`src/rtl/vga_timing_gen.sv`:
```
// vga_timing_gen: raster scan timing generator for the color mapper.
//
// Walks a (DrawX, DrawY) counter pair across an H_TOTAL x V_TOTAL raster and
// decodes blank, hs and vs for the pixel currently on DrawX/DrawY. hs_d/vs_d
// are one-clock delayed copies for use alongside registered RGB. frame_start
// and vblank_start are single-cycle strobes; frame_count counts frame_start.
//
// Ports:
//   pixel_clk     in   clock
//   reset_n       in   asynchronous active-low reset
//   pixel_en      in   1 = advance one pixel this cycle
//   DrawX[9:0]    out  horizontal count, 0..H_TOTAL-1
//   DrawY[9:0]    out  vertical count, 0..V_TOTAL-1
//   blank         out  1 = visible pixel
//   hs, vs        out  syncs aligned with DrawX/DrawY (asserted = SYNC_ACTIVE)
//   hs_d, vs_d    out  hs/vs delayed one pixel_clk
//   frame_start   out  strobe on entering (0,0)
//   vblank_start  out  strobe on entering (0,V_VISIBLE)
//   frame_count   out  16-bit wrapping count of frame_start events
module vga_timing_gen #(
  parameter int unsigned H_VISIBLE   = 640,
  parameter int unsigned H_FP        = 16,
  parameter int unsigned H_SYNC      = 96,
  parameter int unsigned H_BP        = 48,
  parameter int unsigned V_VISIBLE   = 480,
  parameter int unsigned V_FP        = 10,
  parameter int unsigned V_SYNC      = 2,
  parameter int unsigned V_BP        = 33,
  parameter logic        SYNC_ACTIVE = 1'b0
) (
  input  logic        pixel_clk,
  input  logic        reset_n,
  input  logic        pixel_en,
  output logic [9:0]  DrawX,
  output logic [9:0]  DrawY,
  output logic        blank,
  output logic        hs,
  output logic        vs,
  output logic        hs_d,
  output logic        vs_d,
  output logic        frame_start,
  output logic        vblank_start,
  output logic [15:0] frame_count
);

  localparam int unsigned H_TOTAL = H_VISIBLE + H_FP + H_SYNC + H_BP;
  localparam int unsigned V_TOTAL = V_VISIBLE + V_FP + V_SYNC + V_BP;

  if (H_TOTAL > 1024 || V_TOTAL > 1024 || H_TOTAL == 0 || V_TOTAL == 0) begin : g_bad_geometry
    $error("vga_timing_gen: H_TOTAL/V_TOTAL must be in 1..1024");
  end

  localparam logic [9:0]  H_MAX  = 10'(H_TOTAL - 1);
  localparam logic [9:0]  V_MAX  = 10'(V_TOTAL - 1);
  // Decode bounds are 11 bits so an end bound of exactly 1024 does not wrap.
  localparam logic [10:0] H_VIS  = 11'(H_VISIBLE);
  localparam logic [10:0] V_VIS  = 11'(V_VISIBLE);
  localparam logic [10:0] HS_BEG = 11'(H_VISIBLE + H_FP);
  localparam logic [10:0] HS_END = 11'(H_VISIBLE + H_FP + H_SYNC);
  localparam logic [10:0] VS_BEG = 11'(V_VISIBLE + V_FP);
  localparam logic [10:0] VS_END = 11'(V_VISIBLE + V_FP + V_SYNC);

  logic [9:0]  x_q, x_d, y_q, y_d;
  logic        blank_q, blank_d;
  logic        hs_q, hs_nq, vs_q, vs_nq;
  logic        hs_dly_q, vs_dly_q;
  logic        fs_q, fs_d, vbs_q, vbs_d;
  logic [15:0] fc_q;
  logic [10:0] xw, yw;

  // Next counter position plus a decode of that position, so the registered
  // decode describes the same pixel as the registered counters.
  always_comb begin
    x_d = x_q + 10'd1;
    y_d = y_q;
    if (x_q == H_MAX) begin
      x_d = '0;
      y_d = (y_q == V_MAX) ? '0 : y_q + 10'd1;
    end
    xw      = {1'b0, x_d};
    yw      = {1'b0, y_d};
    blank_d = (xw < H_VIS) && (yw < V_VIS);
    hs_nq   = (xw >= HS_BEG && xw < HS_END) ? SYNC_ACTIVE : ~SYNC_ACTIVE;
    vs_nq   = (yw >= VS_BEG && yw < VS_END) ? SYNC_ACTIVE : ~SYNC_ACTIVE;
    fs_d    = (x_d == '0) && (y_d == '0);
    vbs_d   = (x_d == '0) && (yw == V_VIS);
  end

  always_ff @(posedge pixel_clk or negedge reset_n) begin
    if (!reset_n) begin
      x_q      <= H_MAX;
      y_q      <= V_MAX;
      blank_q  <= 1'b0;
      hs_q     <= ~SYNC_ACTIVE;
      vs_q     <= ~SYNC_ACTIVE;
      hs_dly_q <= ~SYNC_ACTIVE;
      vs_dly_q <= ~SYNC_ACTIVE;
      fs_q     <= 1'b0;
      vbs_q    <= 1'b0;
      fc_q     <= '0;
    end else begin
      hs_dly_q <= hs_q;
      vs_dly_q <= vs_q;
      // Strobes drop on every edge and are only re-armed by an enabled step.
      fs_q     <= 1'b0;
      vbs_q    <= 1'b0;
      if (pixel_en) begin
        x_q     <= x_d;
        y_q     <= y_d;
        blank_q <= blank_d;
        hs_q    <= hs_nq;
        vs_q    <= vs_nq;
        fs_q    <= fs_d;
        vbs_q   <= vbs_d;
        if (fs_d) begin
          fc_q <= fc_q + 16'd1;
        end
      end
    end
  end

  assign DrawX        = x_q;
  assign DrawY        = y_q;
  assign blank        = blank_q;
  assign hs           = hs_q;
  assign vs           = vs_q;
  assign hs_d         = hs_dly_q;
  assign vs_d         = vs_dly_q;
  assign frame_start  = fs_q;
  assign vblank_start = vbs_q;
  assign frame_count  = fc_q;

endmodule

```
`config.mk`:
```
export PLATFORM = sky130hd
export DESIGN_NAME = vga_timing_gen
export DESIGN_NICKNAME = d
export VERILOG_FILES = /design/src/rtl/vga_timing_gen.sv
export SDC_FILE = /design/constraint.sdc
export NUM_CORES = 1
export LEC_CHECK = 0
export ABC_AREA = 0
export BUFFER_PORTS_ARGS = -buffer_cell sky130_fd_sc_hd__clkbuf_2
export CORE_ASPECT_RATIO = 1.4
export CORE_MARGIN = 3
export CORE_UTILIZATION = 30
export CTS_CLUSTER_SIZE = 14
export DETAILED_ROUTE_END_ITERATION = 12
export PLACE_DENSITY_LB_ADDON = 0.3
export SLEW_MARGIN = 20
export SYNTH_ARGS = -nofsm -noshare
export SYNTH_HDL_FRONTEND = slang
export SYNTH_SLANG_ARGS = --single-unit
```
`constraint.sdc`:
```
create_clock -name pixel_clk -period 6 [get_ports pixel_clk]
set_input_delay 1.2 -clock pixel_clk [delete_from_list [all_inputs] [get_ports pixel_clk]]
set_output_delay 1.2 -clock pixel_clk [all_outputs]
set_load 0.05 [all_outputs]
```
==> flow_summary.yaml <==
synthesis:
  avgSynthCellArea_um2: 9.709
  synth_area_mm2: 0.002786
  synthFlopType: "dfrtp_1"
  synthDistinctLibCells: 60
  synthSimpleGateAreaFrac_pct: 26.99
  synth_edf_count: 0
  synthesis.nets: 295
  postSynth.asyncResetShare_pct: 100.0
  synthMuxAreaShare_pct: 3.009
  synth_xor_area_share_pct: 8.487
  synthCells: 287
  synth_compound_area_share_pct: 13.52
  synth_top_family_by_area: "simple AND/OR/NAND/NOR gates"
  synth_warnings: 0
  yosys-top-cells-area: "dfrtp_1 (26%), dfstp_2 (13%), xor2_1 (6.3%), nor4_2 (4.0%), nand2_1 (3.1%)"
  synth.most_common_cell: "dfrtp_1"
  synth_top_cells_by_count: "dfrtp_1 (29), nand2_1 (23), nor2_1 (20), xor2_1 (20), nand3_1 (16)"
  synth-seq-cells: 43
  yosysTopAreaCell: "dfrtp_1"
  yosys.area.top_type_share_pct: 26.04
  synthAdderAreaFrac_pct: 2.604
  ys_seq_area_share_pct: 39.25
die:
  core_area_mm2: 0.009029
  fp.dieArea_mm2: 0.01050
  ios: 46
  die_x_um: 87.45
  start_util_pct: 30.86
  die_y_um: 120.0
  fp-row-count: 41
clock_tree:
  htree_levels: 2
  clock-root-buffer: "clkbuf_16"
  cts_sinks: 43
  cts_made_buffers: 5
  clockBufferDepth: 2
  cts_tree: "built"
  path_clk_slew_ps: 70
  ctsHoldBuffers: 0
  ctsResizeCount: 0
  cts_setup_buffers: 0
  clk_latency_ps: 290
critical_path:
  reg2reg_from: "DrawX[0]$_DFFE_PN1P_"
  end_kind: "flop"
  critical-path-top-delay-family: "simple AND/OR/NAND/NOR gates"
  cp-startpoint: "DrawX[0]$_DFFE_PN1P_"
  critPathLaunchType: "flop"
  max_stage_delay_ps: 780
  cpMaxStageDelayCell: "a21oi_2"
  cp_num_buf_inv: 0
  cp_max_fo: 15
  path_cells: "ha_1 > nand4_1 > nor3_2 > mux2i_1 > a21oi_2 > nor3_4 > mux2_1"
  criticalPathCategory: "flop to flop"
  critical_path_arrival_ps: 3610
  critPathRequiredTime_ps: 6180
routing:
  drt_first_pass_iters: 4
  wl_mm: 6.611
  drtIter0Drc: 158
  vias: 2249
  vias_per_cell: 5.267
  ant_nets: 0
  routedWlPerCell_um: 15.48
  drc: 0
power_and_ir_drop:
  pwr-share-clk_pct: 30.3
  cellLeakagePower_nw: 1.293
  p_comb_share_pct: 25.6
  irDropWorstVdd_v: 0.0001987
  seqPwrFrac_pct: 44.0
  p_int_w: 0.0005500
  p_sw_w: 0.0003413
  power.density_mw_per_mm2: 280.8
  switching_share_pct: 38.29
sta:
  hold_violations: 0
  rsz0062_at_grt: "false"
  finClkSkew_ps: 9.445
  drv_slew: 0
  slew_headroom_pct: 30.79
  timing.fmax_mhz: 291.8
  setup_viol: 0
  period_needed_ps: 3427
  fin_crit_sh_pct: 57.12
  worstMarginPinSlew_ps: 1038
  fin_setup_tns_ps: 0
  setup_ws_ps: 2573
run_status:
  outcome: "finished, final reports clean"
hold_path:
  hold_class: "flop to flop"
  hp-start: "hs$_DFFE_PN1P_"
cells_and_area:
  syn2layout_area_growth_pct: 13.92
  final_layout_size_suffix_gt1_share_pct: 29.38
  diodes: 0
  fin_nets: 327
global_route:
  grt_max_degree: 44
  first_global_vias: 2306
  grt_first_pass_wirelength_mm: 11.35
  grt_overflow_total: 0
  antenna_found_initial: 0
  track_usage_pct: 13.32
job:
  drv_cap: 0
placement:
  gp_congestion: 0.8588
  numPortBuffers: 45
  dp.final_hpwl_mm: 4.755
  dp_slack_ps: 2581
-- cell families (layout without fill, tap and decap cells) --
logic type,after synthesis,in the layout
muxes,8,8
DFF,43,43
adders and majority gates,6,6
xor gates and xnor gates,27,27
AOI/OAI and AO/OA,51,51
and+or+nand+nor,122,122
buffers and inverters,30,63
-- power groups by stage --
stage / clock network (W) / logic (W) / registers (W)
finish: 0.000270 / 0.000228 / 0.000392
global route: 0.000289 / 0.000249 / 0.000401
CTS: 0.000281 / 0.000233 / 0.000392
detailed placement: 0 / 0.000232 / 0.000397
global placement: 0 / 0.000233 / 0.000396
floorplan: 0 / 0.000128 / 0.000449
-- path summary, 6_finish.rpt --
| kind | endpoint | slack [ps] | depth (start not counted) |
|---|---|---|---|
| max in group asynchronous | DrawX[4]$_DFFE_PN1P_ | 4640 | 2 |
| worst max-delay path | frame_count[1]$_DFFE_PN0P_ | 2570 | 7 |
| worst max register to register | frame_count[1]$_DFFE_PN0P_ | 2570 | 7 |
| min in group asynchronous | frame_count[3]$_DFFE_PN0P_ | 970 | 2 |
| worst min register to register | hs_d$_DFF_PN1_ | 380 | 0 |
| worst min-delay path | hs_d$_DFF_PN1_ | 380 | 0 |
-- registers in the layout (all words and copies together) (netlist names) --
name / cells
blank: 1
DrawX: 10
hs: 1
frame_count: 16
vs_d: 1
frame_start: 1
DrawY: 10
vs: 1
hs_d: 1
vblank_start: 1
-- placed cells by master (no fill, tap or decap), types with 5 or more instances in the layout --
master and instances:
nor2_1 20, o21ai_0 10, clkbuf_2 45, nand3_1 16, a21oi_1 14, dfstp_2 14
mux2i_1 5, nor4_2 10, ha_1 5, dfrtp_1 29, or3_1 5, nand4_1 12
inv_1 8, xor2_1 20, clkbuf_16 5, nor4_1 7, nand2_1 23, xnor2_1 7
-- stage by stage --
stage          area, um^2  hold slack (ps)  power [W]  std cells  utilization (%)
6_report             3174            380.9  0.0008912        427            35.16
5_1_grt              3174            391.6  0.0009389        427            35.16
4_1_cts              3168            390.2  0.0009061        427            35.09
3_5_place_dp         3023            378.8  0.0006288        419            33.48
3_3_place_gp         3023            372.0  0.0006284        419            33.48
2_1_floorplan        2786            476.5  0.0005769        287                -
-- area by class of cell --
type | count | area, um^2
clock inverter | 3 | 20.02
multi-input combinational | 214 | 1531
inverter | 8 | 30.03
fill | 944 | 5854
clock buffer | 5 | 125.1
sequential | 43 | 1094
tap | 107 | 133.9
timing repair buffer | 47 | 240.2
-- layer usage --
metal  global-route usage (%)  up-vias  wire length (um)  part of all wire [%]
li1                         -     1124                 -                     -
met1                    17.00     1087              2991                    45
met2                    22.45       32              3356                    51
met3                    2.404        6               175                   2.6
met4                    4.223        0                87                   1.3
met5                        0        -                 0                     0
-- worst reg2reg max path: stages, from the launching register on --
cell,delay [ps]
dfstp_2,600
ha_1,350
nand4_1,350
nor3_2,630
mux2i_1,180
a21oi_2,780
nor3_4,80
mux2_1,340
No activity file was read; power rests on OpenSTA's default activity.
